`src/rtl/contador_de1_po.sv`:
```
// Ones-counter datapath: shift register A, saturating counter B, sticky
// illegal-command flag. Ports: clk, reset (async, active-low), entrada,
// LoadA/ShiftR/IncB/RstB commands in; zeroA/zeroA0/saidaB/erro out.
module contador_de1_po #(
  parameter int N  = 8,
  parameter int BW = $clog2(N+1)
) (
  input  logic          clk,
  input  logic          reset,
  input  logic [N-1:0]  entrada,
  input  logic          LoadA,
  input  logic          ShiftR,
  input  logic          IncB,
  input  logic          RstB,
  output logic          zeroA,
  output logic          zeroA0,
  output logic [BW-1:0] saidaB,
  output logic          erro
);

  logic [N-1:0]  r_a;
  logic [BW-1:0] r_b;
  logic          r_erro;

  logic [N-1:0]  w_a_shr;
  logic          w_b_full;
  logic          w_illegal;

  // Logical shift; for N=1 this yields 0 as well.
  assign w_a_shr   = r_a >> 1;
  assign w_b_full  = (r_b == BW'(N));
  assign w_illegal = (LoadA & ShiftR) | (RstB & IncB);

  always_ff @(posedge clk or negedge reset) begin
    if (!reset) begin
      r_a <= '0;
    end else if (LoadA) begin
      r_a <= entrada;
    end else if (ShiftR) begin
      r_a <= w_a_shr;
    end
  end

  // B saturates at N so an extra increment never wraps the result.
  always_ff @(posedge clk or negedge reset) begin
    if (!reset) begin
      r_b <= '0;
    end else if (RstB) begin
      r_b <= '0;
    end else if (IncB && !w_b_full) begin
      r_b <= r_b + BW'(1);
    end
  end

  // Sticky: only reset clears it.
  always_ff @(posedge clk or negedge reset) begin
    if (!reset) begin
      r_erro <= 1'b0;
    end else if (w_illegal) begin
      r_erro <= 1'b1;
    end
  end

  assign zeroA  = (r_a == '0);
  assign zeroA0 = r_a[0];
  assign saidaB = r_b;
  assign erro   = r_erro;

endmodule
```
`config.mk`:
```
export PLATFORM = sky130hd
export DESIGN_NAME = contador_de1_po
export DESIGN_NICKNAME = d
export VERILOG_FILES = /design/src/rtl/contador_de1_po.sv
export SDC_FILE = /design/constraint.sdc
export NUM_CORES = 1
export LEC_CHECK = 0
export CAP_MARGIN = 15
export CORE_UTILIZATION = 43
export CTS_BUF_LIST = sky130_fd_sc_hd__clkbuf_16
export DETAILED_ROUTE_END_ITERATION = 10
export PLACE_DENSITY = 0.76
export RECOVER_POWER = 50
export SLEW_MARGIN = 10
export SYNTH_ARGS = -nofsm -noshare
export SYNTH_HDL_FRONTEND = slang
export SYNTH_SLANG_ARGS = --single-unit
```
`constraint.sdc`:
```
create_clock -name clk -period 1.4 [get_ports clk]
set_input_delay 0.14 -clock clk [delete_from_list [all_inputs] [get_ports clk]]
set_output_delay 0.14 -clock clk [all_outputs]
set_load 0.01 [all_outputs]
```
==> run summary <==
Failing checks -> setup timing
Post-DR vias/cell -> 5.05
Routed wire per std cell -> 12.7 um
Commonest non-fill, non-tap cell in the layout -> clkdlybuf4s50_1
Initial core utilization -> 47.7%
Post-CTS Setup Bufs -> 0
Global Route Usage Sum -> 20.9%
Most frequent cells in the layout -> clkdlybuf4s50_1, dfrtp_1, buf_4, nand2_1
IO Port Bufs -> 20
Status -> finished with violations
Worst-margin pin slew -> 0.672 ns
CTS tree -> yes
CTS root buffer -> clkbuf_16
Htree depth -> 1
Post-Syn Area -> 636 um^2
Final Critical Period -> 1.52 ns
Clock-pin slew on the worst setup and hold paths -> 0.04 ns
Setup Crit Path Kind -> register to primary output
Total CTS buffers -> 3
CP max-delay cell -> or4_4
Setup ws final -> -0.125 ns
Largest net degree at the start of global routing -> 14
Startpoint types -> register
Num Clock Sinks -> 13
ANT nets after route -> 0
Final period util -> 109%
Clk buf depth -> 2
RSZ-0062 raised after global routing -> true
Syn. warnings -> 0
CP delay by family, top -> simple AND/OR/NAND/NOR gates
Die Wd -> 40.4 um
Setup violations, final -> 1
Io pins -> 21
Proportion of synthesized chip area in sequential cells -> 51.2%
Syn_nets -> 78
Drt drc -> 0
Total wire length -> 1440 um
Worst Path Required -> 1.26 ns
GRT overflow -> 0
Syn avg cell area -> 10.3 um^2
Leak Pwr -> 0.513 nW
Achievable Freq -> 656 MHz
Vias -> 576
Pins Over Slew Limit -> 0
Initial drt markers -> 5
Die height -> 40.4 um
DP HPWL -> 1040 um
Core Region -> 1330 um^2
Critical path buffers and inverters -> 1
Vias in the first global route -> 513
Crit-path max FO -> 2
Critical path, cell by cell -> or4_4 > nor2_1 > buf_2
Setup Skew -> 0.000889 ns
Worst setup EP type -> primary output
Clk_lat worst skew -> 0.24 ns
Slew headroom -> 55.2%
Cts hold-fix bufs -> 0
ANT cells -> 0
Setup TNS -> -0.125 ns
Maximum VDD drop -> 0.757 mV
CP max stage delay -> 0.54 ns
Yosys cell types -> 17
Die area -> 1640 um^2
First-pass GRT wire length -> 2160 um
Share of post-route cells with drive strength above 1 -> 20.2%
Worst path arrival time -> 1.38 ns
Nets -> 116
Area grow syn2layout -> 62.6%
Min-delay worst type -> input pin to async pin
Maxcap violations -> 0
PwrDens -> 1100 nW/um^2
Mapped Cells -> 62
FP Rows -> 13
Fin. Hold Viols -> 0
Pre-CTS WS -> -0.263 ns
Pre-antenna DRT Iters -> 4
#FFs+latches synth -> 13
Antenna violations before repair -> 0
RePlAce Congestion -> 0.789
==> layer usage <==
| layer | GRT usage [%] | vias to the layer above | wire, um |
|---|---|---|---|
| met5 | 0 | - | 0 |
| met1 | 26.2 | 270 | 630 |
| met2 | 34.9 | 18 | 735 |
| li1 | - | 288 | - |
| met4 | 10.0 | 0 | 0 |
| met3 | 3.33 | 0 | 77 |
==> final timing paths <==
kind	from	endpoint	slack, ns	depth (start not counted)
max in group asynchronous	reset	r_a[1]	0.52	2
hold reg to reg	erro	erro	0.51	1
hold / removal	reset	r_a[4]	0.45	2
setup / recovery	r_a[7]	zeroA	-0.12	3
min in group clk	entrada[5]	r_a[5]	0.47	3
setup reg to reg	saidaB[0]	saidaB[0]	0.13	5
==> report_power, final <==
group          internal (mW)  switching, mW  total, mW  leakage [nW]
clock                  0.375          0.138      0.513        0.0423
sequential             0.406         0.0160      0.422         0.161
combinational          0.120         0.0807      0.201         0.309
==> layout make-up <==
cell class                      instances  area [um^2]
Clock buffer                            3         75.1
Multi-Input combinational cell         45          297
Fill cell                              91          300
Clock inverter                          1         3.75
Sequential cell                        13          325
Tap cell                               15         18.8
Timing Repair Buffer                   35          307
Inverter                                2         7.51
==> flip-flops by register name, summed over array words and instances (netlist names) <==
signal  flops
erro        1
saidaB      4
r_a         8
==> Yosys cell counts <==
cell type | count | area, um^2
a21oi_1 | 1 | 5.00
or4_1 | 2 | 15.0
nand2_1 | 11 | 41.3
nor2_1 | 4 | 15.0
mux2i_1 | 8 | 80.1
dfrtp_1 | 13 | 325
nand2b_1 | 3 | 18.8
nand4_1 | 1 | 6.26
xor2_1 | 1 | 8.76
o21a_1 | 1 | 7.51
ha_1 | 2 | 25.0
or3b_1 | 1 | 8.76
mux2_2 | 1 | 11.3
buf_2 | 2 | 10.0
inv_1 | 2 | 7.51
o21ai_0 | 8 | 40.0
a221o_1 | 1 | 10.0
==> cells by family after synthesis <==
logic type                 after synthesis  share of synthesized area (%)
muxes                                    9                           14.4
and+or+nand+nor                         22                           16.5
DFF                                     13                           51.2
buffers and inverters                    4                           2.76
AOI/OAI and AO/OA                       11                           9.84
adders and majority gates                2                           3.94
xor gates and xnor gates                 1                           1.38
==> repair_timing <==
| action | in CTS | in global routing |
|---|---|---|
| gates cloned | 0 | 0 |
| pin swaps | 1 | 2 |
| resized for setup | 4 | 3 |
| setup endpoints to repair | 1 | 3 |
| hold endpoints to repair | 0 | 0 |
==> stage by stage <==
stage / std cells / utilization [%] / hold slack (ns) / cell area (um^2) / total power [mW]
after floorplan: 62 / - / -0.156 / 636 / 0.494
after global placement: 110 / 71.8 / 0.462 / 957 / 0.623
after detailed placement: 110 / 71.8 / 0.454 / 957 / 0.627
after CTS: 114 / 77.3 / 0.214 / 1030 / 1.15
after global routing: 114 / 77.5 / 0.503 / 1030 / 1.18
final: 114 / 77.5 / 0.454 / 1030 / 1.14
No activity file was read; power rests on OpenSTA's default activity.
